$ cat src/rtl/modn_pwm_gen.sv
// modn_pwm_gen: registered PWM and period tick derived from a mod-N count, with a double-buffered duty.
// Define PWM_DEADTIME_EN to get complementary pwm_h/pwm_l outputs with DEAD cycles of dead-time.
module modn_pwm_gen #(
  parameter int N     = 12,
  parameter int width = 4,
  parameter int DEAD  = 2
) (
  input  logic             clk,
  input  logic             reset,
  input  logic [width-1:0] count,
  input  logic [width:0]   duty,
  input  logic             duty_valid,
  output logic             duty_ready,
  output logic             pwm_h,
  output logic             pwm_l,
  output logic             period_tick
);
  localparam logic [width:0]   DUTY_MAX = (width+1)'(N);
  localparam logic [width-1:0] CNT_LAST = width'(N-1);

  typedef enum logic {EMPTY, FULL} slot_e;

  slot_e          slot_q, slot_d;
  logic [width:0] pend_q, pend_d;
  logic [width:0] act_q, act_d;
  logic           raw_q, raw_d;
  logic           tick_q;
  logic           wrap, accept;

  function automatic logic [width:0] clamp_duty(input logic [width:0] d);
    return (d > DUTY_MAX) ? DUTY_MAX : d;
  endfunction

  assign wrap       = (count == CNT_LAST);
  assign duty_ready = (slot_q == EMPTY);
  assign accept     = duty_valid && duty_ready;
  assign raw_d      = ({1'b0, count} < act_q);

  // A full slot cannot accept, so commit and accept never coincide.
  always_comb begin
    slot_d = slot_q;
    pend_d = pend_q;
    act_d  = act_q;
    if (slot_q == FULL && wrap) begin
      act_d  = pend_q;
      slot_d = EMPTY;
    end else if (accept) begin
      pend_d = clamp_duty(duty);
      slot_d = FULL;
    end
  end

  always_ff @(posedge clk) begin
    if (reset) begin
      slot_q <= EMPTY;
      act_q  <= '0;
      raw_q  <= 1'b0;
      tick_q <= 1'b0;
    end else begin
      slot_q <= slot_d;
      act_q  <= act_d;
      raw_q  <= raw_d;
      tick_q <= wrap;
    end
  end

  always_ff @(posedge clk) begin
    pend_q <= pend_d;
  end

  assign period_tick = tick_q;

`ifdef PWM_DEADTIME_EN
  localparam int              DT_W    = $clog2(DEAD+1);
  localparam logic [DT_W-1:0] DT_LOAD = DT_W'(DEAD);
  localparam logic [DT_W-1:0] DT_ONE  = DT_W'(1);

  logic [DT_W-1:0] dt_q, dt_d;
  logic            h_q, h_d, l_q, l_d;

  // Any raw edge drops both sides and restarts the dead-time; the new side
  // turns on once the counter has run out.
  always_comb begin
    dt_d = dt_q;
    h_d  = h_q;
    l_d  = l_q;
    if (raw_d != raw_q) begin
      dt_d = DT_LOAD;
      h_d  = 1'b0;
      l_d  = 1'b0;
    end else if (dt_q > DT_ONE) begin
      dt_d = dt_q - DT_ONE;
    end else begin
      dt_d = '0;
      h_d  = raw_q;
      l_d  = !raw_q;
    end
  end

  always_ff @(posedge clk) begin
    if (reset) begin
      dt_q <= DT_LOAD;
      h_q  <= 1'b0;
      l_q  <= 1'b0;
    end else begin
      dt_q <= dt_d;
      h_q  <= h_d;
      l_q  <= l_d;
    end
  end

  assign pwm_h = h_q;
  assign pwm_l = l_q;
`else
  assign pwm_h = raw_q;
  assign pwm_l = 1'b0;
`endif

endmodule
$ cat config.mk
export PLATFORM = sky130hd
export DESIGN_NAME = modn_pwm_gen
export DESIGN_NICKNAME = d
export VERILOG_FILES = /design/src/rtl/modn_pwm_gen.sv
export SDC_FILE = /design/constraint.sdc
export NUM_CORES = 1
export LEC_CHECK = 0
export CAP_MARGIN = 20
export CELL_PAD_IN_SITES_DETAIL_PLACEMENT = 1
export CELL_PAD_IN_SITES_GLOBAL_PLACEMENT = 1
export CORE_MARGIN = 2
export CORE_UTILIZATION = 38
export DETAILED_ROUTE_END_ITERATION = 6
export PLACE_DENSITY = 0.78
export SYNTH_ARGS = -nofsm -noshare
export SYNTH_HDL_FRONTEND = slang
export SYNTH_SLANG_ARGS = --single-unit
$ cat constraint.sdc
create_clock -name clk -period 1.75 [get_ports clk]
set_input_delay 0.2625 -clock clk [delete_from_list [all_inputs] [get_ports clk]]
set_output_delay 0.2625 -clock clk [all_outputs]
set_load 0.005 [all_outputs]
==> run metrics, run 1 <==
clock share of power 31.3%; fmax 704 MHz; status completed; Internal 0.000462 W; CTS tree done; die area 1990 um2; post-CTS sizing 0; routability cong. 0.699; Post-Route WL 951 um; Max-Cap Viols 0; Final Setup Violations 0; flop and latch count out of synthesis 13; mapped cell area 627 um2; Worst-path clk slew 80 ps; Critical Path RT 1490 ps; first-pass GRT wire length 1730 um; average wire per standard cell 10.6 um; skew final 3.51 ps; fin crit period 1420 ps; final hold violations 0; power share of the sequential group 56.2%; via count 428; Post-Syn Instances 57; Initial Util 41.1%; htree depth 1; hold_buf cts 0; Inserted Diodes 0; hold path depth 2; GRT Total Usage 12.2%; io pins 16; crit path max fanout 4; Distinct cells, synth 23; met3 Use GR 6.12%; Min-Delay Path Class flop to flop; Ys Warns 0; switching power of the nets 0.000126 W; initial antenna violation count 0; number of global-route vias before repair 444; unrepaired setup endpoints after global routing no; die width 44.6 um; layout cell share with drive strength beyond 1 13.5%; Setup Crit Path Kind flop to output pin; CP Data Arrival Time 1160 ps; most frequent cells in the layout clkdlybuf4s50_1 (14), nand2b_1 (10), dfxtp_1 (8); FF-to-FF path depth 5; power per cell area 734 nW/um2; area delta synth->final 27.7%; Switching Fraction 21.4%; Comb pwr share 12.5%; row cnt 14; starting DRC count in detailed routing 5; startpoint types flop; Vias/cell 4.76; Mean Syn Cell Area 11.0 um2; worst skew pair latency 270 ps; Seq/Total Area, Yosys 49.5%; VDD IR max 0.562 mV; routing usage on met2 19.7%; largest net degree at the start of global routing 14; grt total ovfl 0; CTS buffer count 3; Die H 44.6 um; drt first pass iters 4; fin nets 90; clk root buf clkbuf_4; CORE AREA 1520 um2; element type at the critical path end output pin; most common cell after layout, fill and taps aside clkdlybuf4s50_1; leak pwr 0.295 nW; ANT nets after route 0; Period Utilization, post-route 81.2%; DP HPWL 773 um; Post-CTS Setup Repair Bufs 0; final hold slack 475 ps; Clock Tree Buf Depth 2; met1 usage 14.0%; Port Buf Inserts 14; Final Max Slew Viols 0; clk sink count 13; final setup TNS 0 ps; drt drc 0; GRT busiest layer met2
[kinds of logic (layout without fill, tap and decap cells)]
logic type	Yosys count	in the layout	share of synthesized area [%]
AND/OR/NAND/NOR	22	22	24.5
flip-flops	13	13	49.5
buffers and inverters	8	24	6.79
AO/OA/AOI/OAI	5	5	4.59
multiplexers	5	5	7.98
adder cells (fa/ha/maj)	3	3	5.99
other	1	2	0.598
[critical path, cell delays in order, from the launching register on]
cell             delay, ps
dfxtp_1                340
inv_1                   60
clkdlybuf4s50_1        490
[state kept, by name, indices dropped and copies added (netlist names)]
| name | count |
|---|---|
| pend_q | 5 |
| period_tick | 1 |
| slot_q | 1 |
| pwm_h | 1 |
| act_q | 5 |
[power groups by stage]
stage	Sequential (W)	Combinational, W	Clock (W)
2_1_floorplan	0.000337	0.0000342	0
3_3_place_gp	0.000337	0.0000722	0
3_5_place_dp	0.000337	0.0000745	0
4_1_cts	0.000330	0.0000746	0.000191
5_1_grt	0.000332	0.0000816	0.000209
6_report	0.000330	0.0000733	0.000184
[Yosys cell counts]
cell,count,area [um2]
a21o_1,1,7.51
a21oi_1,2,10.0
a31oi_1,1,6.26
and2_1,2,12.5
and4_4,1,11.3
and4b_2,1,11.3
buf_2,1,5.00
buf_4,1,7.51
buf_6,1,11.3
conb_1,1,3.75
dfxtp_1,8,160
edfxtp_1,5,150
ha_1,3,37.5
inv_1,5,18.8
mux2i_1,5,50.1
nand2_1,1,3.75
nand2b_1,10,62.6
nor2_1,1,3.75
nor2b_1,2,12.5
nor2b_4,1,13.8
nor3_2,1,10.0
o21ai_0,1,5.00
or2_2,2,12.5
[final cells by class]
cell class | instances | area [um2]
clock buffers | 4 | 26.3
fillers | 170 | 723
inverters | 5 | 18.8
multi-input cells | 37 | 278
flip-flops and latches | 13 | 310
well taps | 16 | 20.0
repair buffers | 15 | 148
[worst paths after layout]
kind	start	endpoint	slack, ps
hold / removal	act_q[0]$_SDFFE_PP0P_	act_q[0]$_SDFFE_PP0P_	470
setup reg to reg	act_q[2]$_SDFFE_PP0P_	pwm_h$_SDFF_PP0_	660
hold reg to reg	act_q[0]$_SDFFE_PP0P_	act_q[0]$_SDFFE_PP0P_	470
setup / recovery	slot_q$_SDFFE_PP0P_	duty_ready	330
[through the flow]
stage          std cells  setup WS (ps)  total power (W)  util [%]  instance area [um2]
2_1_floorplan         58            737         0.000371         -                  631
3_3_place_gp          86            275         0.000409      50.8                  774
3_5_place_dp          86            254         0.000412      50.8                  774
4_1_cts               90            306         0.000596      52.5                  801
5_1_grt               90            259         0.000623      52.5                  801
6_report              90            329         0.000587      52.5                  801
[layer usage]
metal  vias up  share of wire, %
met5         -                 0
met4         0              0.95
met3         2               5.7
met2        12                48
met1       195                45
li1        219                 -
No activity file was read; power rests on OpenSTA's default activity.
==> inputs of run 2 (changes only) <==
--- a/config.mk
+++ b/config.mk
@@ -9,9 +9,9 @@
 export CELL_PAD_IN_SITES_DETAIL_PLACEMENT = 1
 export CELL_PAD_IN_SITES_GLOBAL_PLACEMENT = 1
 export CORE_MARGIN = 2
-export CORE_UTILIZATION = 38
+export CORE_UTILIZATION = 32
 export DETAILED_ROUTE_END_ITERATION = 6
-export PLACE_DENSITY = 0.78
+export PLACE_DENSITY = 0.7
 export SYNTH_ARGS = -nofsm -noshare
 export SYNTH_HDL_FRONTEND = slang
 export SYNTH_SLANG_ARGS = --single-unit
==> constraint.sdc (replaced) <==
create_clock -name clk -period 1.3 [get_ports clk]
set_input_delay 0.195 -clock clk [delete_from_list [all_inputs] [get_ports clk]]
set_output_delay 0.195 -clock clk [all_outputs]
set_load 0.005 [all_outputs]
==> run 2 against run 1 <==
Net effect:
- worst hold slack improved by 2.8 ps
- design area up 5.2%
- via count rose by 4.2%
- count of clock-buffer cells in the layout unchanged
- non-clock buffer count up 3
- final cell count rose by 16%
- largest cell class unchanged
- sequential cell count stayed put
- register-to-register slack lost 450 ps
- combinational power increased by 43%
- power is 35% higher
==> run metrics, run 2 (synthesized netlist as in run 1, its figures left out) <==
status completed; Die H 48.3 um (+8.2%); Comb pwr share 13.3% (+0.8 points); VDD IR max 0.459 mV (-18%); layout cell share with drive strength beyond 1 18.2% (+4.7 points); hold path depth 2 (unchanged); crit-path max cell delay 460 ps (-30 ps); element type at the critical path end flop; clk root buf clkbuf_4; fin crit period 1150 ps; Port Buf Inserts 14 (unchanged); Clock Tree Buf Depth 2 (unchanged); grt total ovfl 0 (unchanged); initial antenna violation count 0 (unchanged); crit-path cells clkdlybuf4s50_1 > ha_1 > a21oi_1 > o21ai_0 > a31oi_1; clk sink count 13 (unchanged); min-delay src act_q[0]$_SDFFE_PP0P_; drt first pass iters 2 (-2); io pins 16 (unchanged); clock share of power 30.7% (-0.6 points); Cell Area, Placed 803 um2 (+3.7%); CTS buffer count 3 (unchanged); most common cell after layout, fill and taps aside clkdlybuf4s50_1; Inserted Diodes 0 (unchanged); Vias/cell 4.29 (-9.8%); Worst-path clk slew 80 ps (about the same); area delta synth->final 34.3%; Final Setup Violations 0 (unchanged); Critical Path RT 1500 ps (about the same); CP max-delay cell clkdlybuf4s50_1; Post-Route WL 1010 um (+6.2%); fmax 869 MHz; CORE AREA 1900 um2 (+25%); die area 2330 um2 (+17%); DP HPWL 785 um (+1.5%); drt drc 0 (unchanged); CP Data Arrival Time 1350 ps (+190 ps); GRT Total Usage 10.7% (-1.4 points); Period Utilization, post-route 88.6%; Min-Delay Path Class flop to flop; fillers 221 (+30%); largest net degree at the start of global routing 14 (unchanged); number of global-route vias before repair 435 (-2.0%); routability cong. 0.657 (-6.0%); startpoint types input pin; most frequent cells in the layout clkdlybuf4s50_1 (11), nand2b_1 (10), dfxtp_1 (7); final hold violations 0 (unchanged); average wire per standard cell 9.71 um (-8.1%); Worst Hold Endpoint act_q[0]$_SDFFE_PP0P_; FF-to-FF path depth 5 (unchanged); crit path max fanout 2 (-2); Final Max Slew Viols 0 (unchanged); htree depth 1 (unchanged); Internal 0.000626 W (+36%); CTS tree done; FF-to-FF End pwm_h$_SDFF_PP0_; unrepaired setup endpoints after global routing no; R2R Setup Slk 210 ps (-450 ps); row cnt 16 (+2); worst skew pair latency 260 ps (about the same); FF-to-FF Start act_q[2]$_SDFFE_PP0P_; top flop regs act_q: 5 flops, pend_q: 5 flops; die width 48.3 um (+8.2%); Post-Layout Inst Area 842 um2 (+5.2%); ANT nets after route 0 (unchanged); switching power of the nets 0.000167 W (+32%); via count 446 (+4.2%); hold_buf cts 0 (unchanged); leak pwr 0.344 nW (+16%); fin nets 93 (+3.3%); final hold slack 478 ps (+2.78 ps); skew final 2.98 ps (-0.534 ps); Max-Cap Viols 0 (unchanged); first-pass GRT wire length 1660 um (-4.0%); starting DRC count in detailed routing 1 (-4); Setup Crit Path Kind input pin to flop; power share of the sequential group 56.0% (-0.2 points); Switching Fraction 21.0% (-0.39 points); Initial Util 33.0% (-8.2 points); power per cell area 941 nW/um2 (+28%)
run 2: cell count changes in the layout (fill, tap and decap cells not counted), sizes merged:
| cell | change |
|---|---|
| buf | +3 |
| clkdlybuf4s50 | -3 |
| dlygate4sd2 | +1 |
| dlymetal6s2s | +2 |
run 2: power groups by stage:
stage          logic [W]  registers (W)  clock network, W
2_1_floorplan  0.0000461       0.000453                 0
3_3_place_gp    0.000102       0.000454                 0
3_5_place_dp    0.000104       0.000454                 0
4_1_cts         0.000108       0.000444          0.000256
5_1_grt         0.000118       0.000446          0.000275
6_report        0.000105       0.000444          0.000243
run 2: area by class of cell:
| class | count | area, um2 | share of cell area [%] |
|---|---|---|---|
| flip-flops and latches | 13 | 312 | 37.0 |
| well taps | 27 | 33.8 | 4.01 |
| multi-input cells | 37 | 278 | 33.0 |
| inverters | 5 | 18.8 | 2.23 |
| clock buffers | 4 | 26.3 | 3.12 |
| repair buffers | 18 | 174 | 20.7 |
run 2: worst max-delay path: cells and delay by family:
family,cells,cell delay [ps]
buffers and inverters,1,460
adders and majority gates,1,330
AOI/OAI and AO/OA,3,350
run 2: through the flow:
step	std cells	TNS, ps	setup slack [ps]	total power [W]	utilization [%]
2_1_floorplan	58	0	287	0.000499	-
3_3_place_gp	99	-572	-113	0.000556	42.2
3_5_place_dp	99	-693	-147	0.000559	42.2
4_1_cts	104	0	24.8	0.000808	44.0
5_1_grt	104	0	37.6	0.000839	44.3
6_report	104	0	149	0.000793	44.3
run 2: repair_timing:
item	CTS	global route
endpoints found under the hold margin	0	0
setup buffers	1	0
pin swaps	0	0
gates resized for setup	2	2
setup endpoints to repair	1	2
run 2: worst max path at each step:
stage,slack (ps),depth (start not counted),endpoint,startpoint
final,150,5,pwm_h$_SDFF_PP0_,count[2]
after global routing,40,5,pwm_h$_SDFF_PP0_,count[2]
after CTS,20,1,period_tick,period_tick$_SDFF_PP0_
after detailed placement,-150,5,pwm_h$_SDFF_PP0_,count[2]
after global placement,-110,5,pwm_h$_SDFF_PP0_,count[2]
after floorplan,290,5,pwm_h$_SDFF_PP0_,act_q[2]$_SDFFE_PP0P_
run 2: routing by layer:
| metal | wire length [um] | vias to the layer above | track usage (%) |
|---|---|---|---|
| met5 | 0 | - | 0 |
| met4 | 10 | 0 | 4.86 |
| met3 | 84 | 2 | 4.81 |
| met2 | 496 | 13 | 19.2 |
| met1 | 418 | 205 | 10.5 |
| li1 | - | 226 | - |
==> inputs of run 3 (changes only) <==
--- a/config.mk
+++ b/config.mk
@@ -5,13 +5,16 @@
 export SDC_FILE = /design/constraint.sdc
 export NUM_CORES = 1
 export LEC_CHECK = 0
+export ABC_AREA = 1
 export CAP_MARGIN = 20
 export CELL_PAD_IN_SITES_DETAIL_PLACEMENT = 1
 export CELL_PAD_IN_SITES_GLOBAL_PLACEMENT = 1
 export CORE_MARGIN = 2
-export CORE_UTILIZATION = 32
+export CORE_UTILIZATION = 37
+export CTS_CLUSTER_SIZE = 14
 export DETAILED_ROUTE_END_ITERATION = 6
-export PLACE_DENSITY = 0.7
+export DONT_BUFFER_PORTS = 1
+export PLACE_DENSITY = 0.67
 export SYNTH_ARGS = -nofsm -noshare
 export SYNTH_HDL_FRONTEND = slang
 export SYNTH_SLANG_ARGS = --single-unit
==> run 3 against run 2 <==
Net effect:
- combinational power is 25% lower
- worst hold slack lost 410 ps
- sequential power is essentially flat
- wire length grew 14%
- count of clock-buffer cells in the layout unchanged
- sequential cell count unchanged
==> run metrics, run 3 <==
Pwr Total 0.000776 W (-2.0%); power share of the sequential group 57.4% (+1.4 points); power per cell area 1040 nW/um2 (+11%); largest family of logic cells by synthesized area simple AND/OR/NAND/NOR gates; DP HPWL 966 um (+23%); Post-Route WL 1150 um (+14%); unrepaired setup endpoints after global routing no; FF-to-FF Start act_q[2]$_SDFFE_PP0P_; met3 Use GR 6.92% (+2.1 points); Port Buf Inserts 0 (-14); Setup Crit Path Kind flop to flop; most instantiated cells after synthesis inv_1 (26), nand2_1 (17), nor2_1 (11), dfxtp_1 (8); top flop regs act_q: 5 flops, pend_q: 5 flops; number of flops mapped to enable cells by yosys 5 (unchanged); skew final 8.07 ps (+5.09 ps); average wire per standard cell 9.59 um (-1.2%); Synth area leaders dfxtp_1 (24%), edfxtp_1 (22%), inv_1 (14%); layout cell share with drive strength beyond 1 11.6% (-6.6 points); largest net degree at the start of global routing 9 (-5); element type at the critical path end flop; row cnt 15 (-1); Distinct cells, synth 20 (-13%); dominant synthesized flop cell dfxtp_1; Seq/Total Area, Yosys 45.6% (-3.9 points); worst skew pair latency 280 ps (+20 ps); most common cell in the netlist inv_1; fin nets 111 (+19%); Max-Cap Viols 0 (unchanged); multiplexer share of the synthesized area 0% (-8.0 points); ANT nets after route 0 (unchanged); Vias/cell 4.29 (about the same); post-CTS sizing 0 (-2); Critical Path RT 1530 ps (+30 ps); GRT busiest layer met2; final hold violations 0 (unchanged); Period Utilization, post-route 85.4% (-3.2 points); most common cell after layout, fill and taps aside inv_1; routing usage on met2 25.8% (+6.5 points); most frequent cells in the layout inv_1 (26), nand2_1 (17), nor2_1 (11); Post-CTS Setup Repair Bufs 0 (-1); Internal 0.000590 W (-5.6%); Synth Area in Compound Gates 2.57% (-2.0 points); Worst-path clk slew 80 ps (about the same); mapped cell area 681 um2 (+8.6%); post-layout util 43.1% (-1.2 points); area delta synth->final 9.37%; min-delay src duty_valid; Initial Util 39.4% (+6.5 points); CTS tree done; startpoint types flop; initial antenna violation count 0 (unchanged); fmax 901 MHz (+3.7%); Clock Tree Buf Depth 2 (unchanged); CORE AREA 1730 um2 (-9.2%); FFs w/ async S/R, synth 0% (unchanged); number of global-route vias before repair 538 (+24%); VDD IR max 0.508 mV (+11%); CTS buffer count 3 (unchanged); flop and latch count out of synthesis 13 (unchanged); fin crit period 1110 ps (-41.5 ps); Comb pwr share 10.2% (-3.1 points); GRT Total Usage 14.3% (+3.6 points); clock share of power 32.4% (+1.7 points); drt drc 0 (unchanged); Final Max Slew Viols 0 (unchanged); most area-hungry cell type in the Yosys netlist dfxtp_1; routability cong. 0.682 (+3.8%); Min-Delay Path Class input pin to flop; grt total ovfl 0 (unchanged); clk root buf clkbuf_4; XOR/XNOR Fraction of Synth Area 0% (unchanged); clk sink count 13 (unchanged); hold_buf cts 1 (+1); starting DRC count in detailed routing 1 (unchanged); Inserted Diodes 0 (unchanged); first-pass GRT wire length 2000 um (+21%); Switching Fraction 24.0% (+2.9 points); final setup TNS 0 ps (unchanged); die area 2200 um2 (-5.6%); Die H 46.9 um (-2.8%); Ys Warns 0 (unchanged); post-synthesis adder-cell area fraction 5.51% (-0.47 points); leak pwr 0.376 nW (+9.3%); crit path from act_q[2]$_SDFFE_PP0P_; CP Data Arrival Time 1340 ps (about the same); status completed; met1 usage 11.6% (+1.1 points); Yosys top cell area share 23.5% (-2.0 points); io pins 16 (unchanged); Mean Syn Cell Area 7.56 um2 (-31%); Post-Syn Instances 90 (+58%); via count 515 (+15%); switching power of the nets 0.000186 W (+12%); crit path max fanout 2 (unchanged); Final Setup Violations 0 (unchanged); simple-gate share of the synthesized area 28.7% (+4.1 points); drt first pass iters 2 (unchanged); final hold slack 64.0 ps (-414 ps); die width 46.9 um (-2.8%); htree depth 1 (unchanged)
-- run 3: logic make-up after synthesis --
group / Yosys count
buf+inv: 29
flops: 13
simple gates: 41
compound gates: 3
fa+ha+maj: 3
other cells: 1
-- run 3: layer usage --
metal / up-vias / part of all wire, %
li1: 269 / -
met1: 226 / 37
met2: 16 / 51
met3: 4 / 7.7
met4: 0 / 4.0
met5: - / 0
-- run 3: worst paths after layout --
check | to | slack [ps] | cells past startpoint
worst max-delay path | pwm_h$_SDFF_PP0_ | 190 | 7
worst min-delay path | slot_q$_SDFFE_PP0P_ | 60 | 2
worst max register to register | pwm_h$_SDFF_PP0_ | 190 | 7
worst min register to register | act_q[0]$_SDFFE_PP0P_ | 530 | 4
-- run 3: layout make-up --
| type | instances | area (um2) |
|---|---|---|
| clock buffers | 4 | 26.3 |
| fillers | 236 | 982 |
| inverters | 27 | 101 |
| multi-input cells | 49 | 258 |
| flip-flops and latches | 13 | 310 |
| well taps | 25 | 31.3 |
| repair buffers | 2 | 17.5 |
-- run 3: power by group through the flow --
stage / logic [W] / registers, W / clock network, W
finish: 0.0000791 / 0.000446 / 0.000252
global placement: 0.0000753 / 0.000455 / 0
floorplan: 0.0000672 / 0.000454 / 0
global route: 0.0000937 / 0.000448 / 0.000282
CTS: 0.0000819 / 0.000446 / 0.000266
detailed placement: 0.0000791 / 0.000456 / 0
-- run 3: critical path, cell delays in order, from the launching register on --
cell and delay, ps:
dfxtp_1 310, inv_1 50, ha_1 290, nand2_1 70
inv_1 40, o21ai_0 160, nand2_1 70, nor2_1 70
-- run 3: per-stage QoR --
stage	setup slack (ps)	cell area, um2	cells
finish	190	744	120
detailed placement	199	708	115
global placement	264	708	115
CTS	172	744	120
global route	106	744	120
floorplan	263	684	91
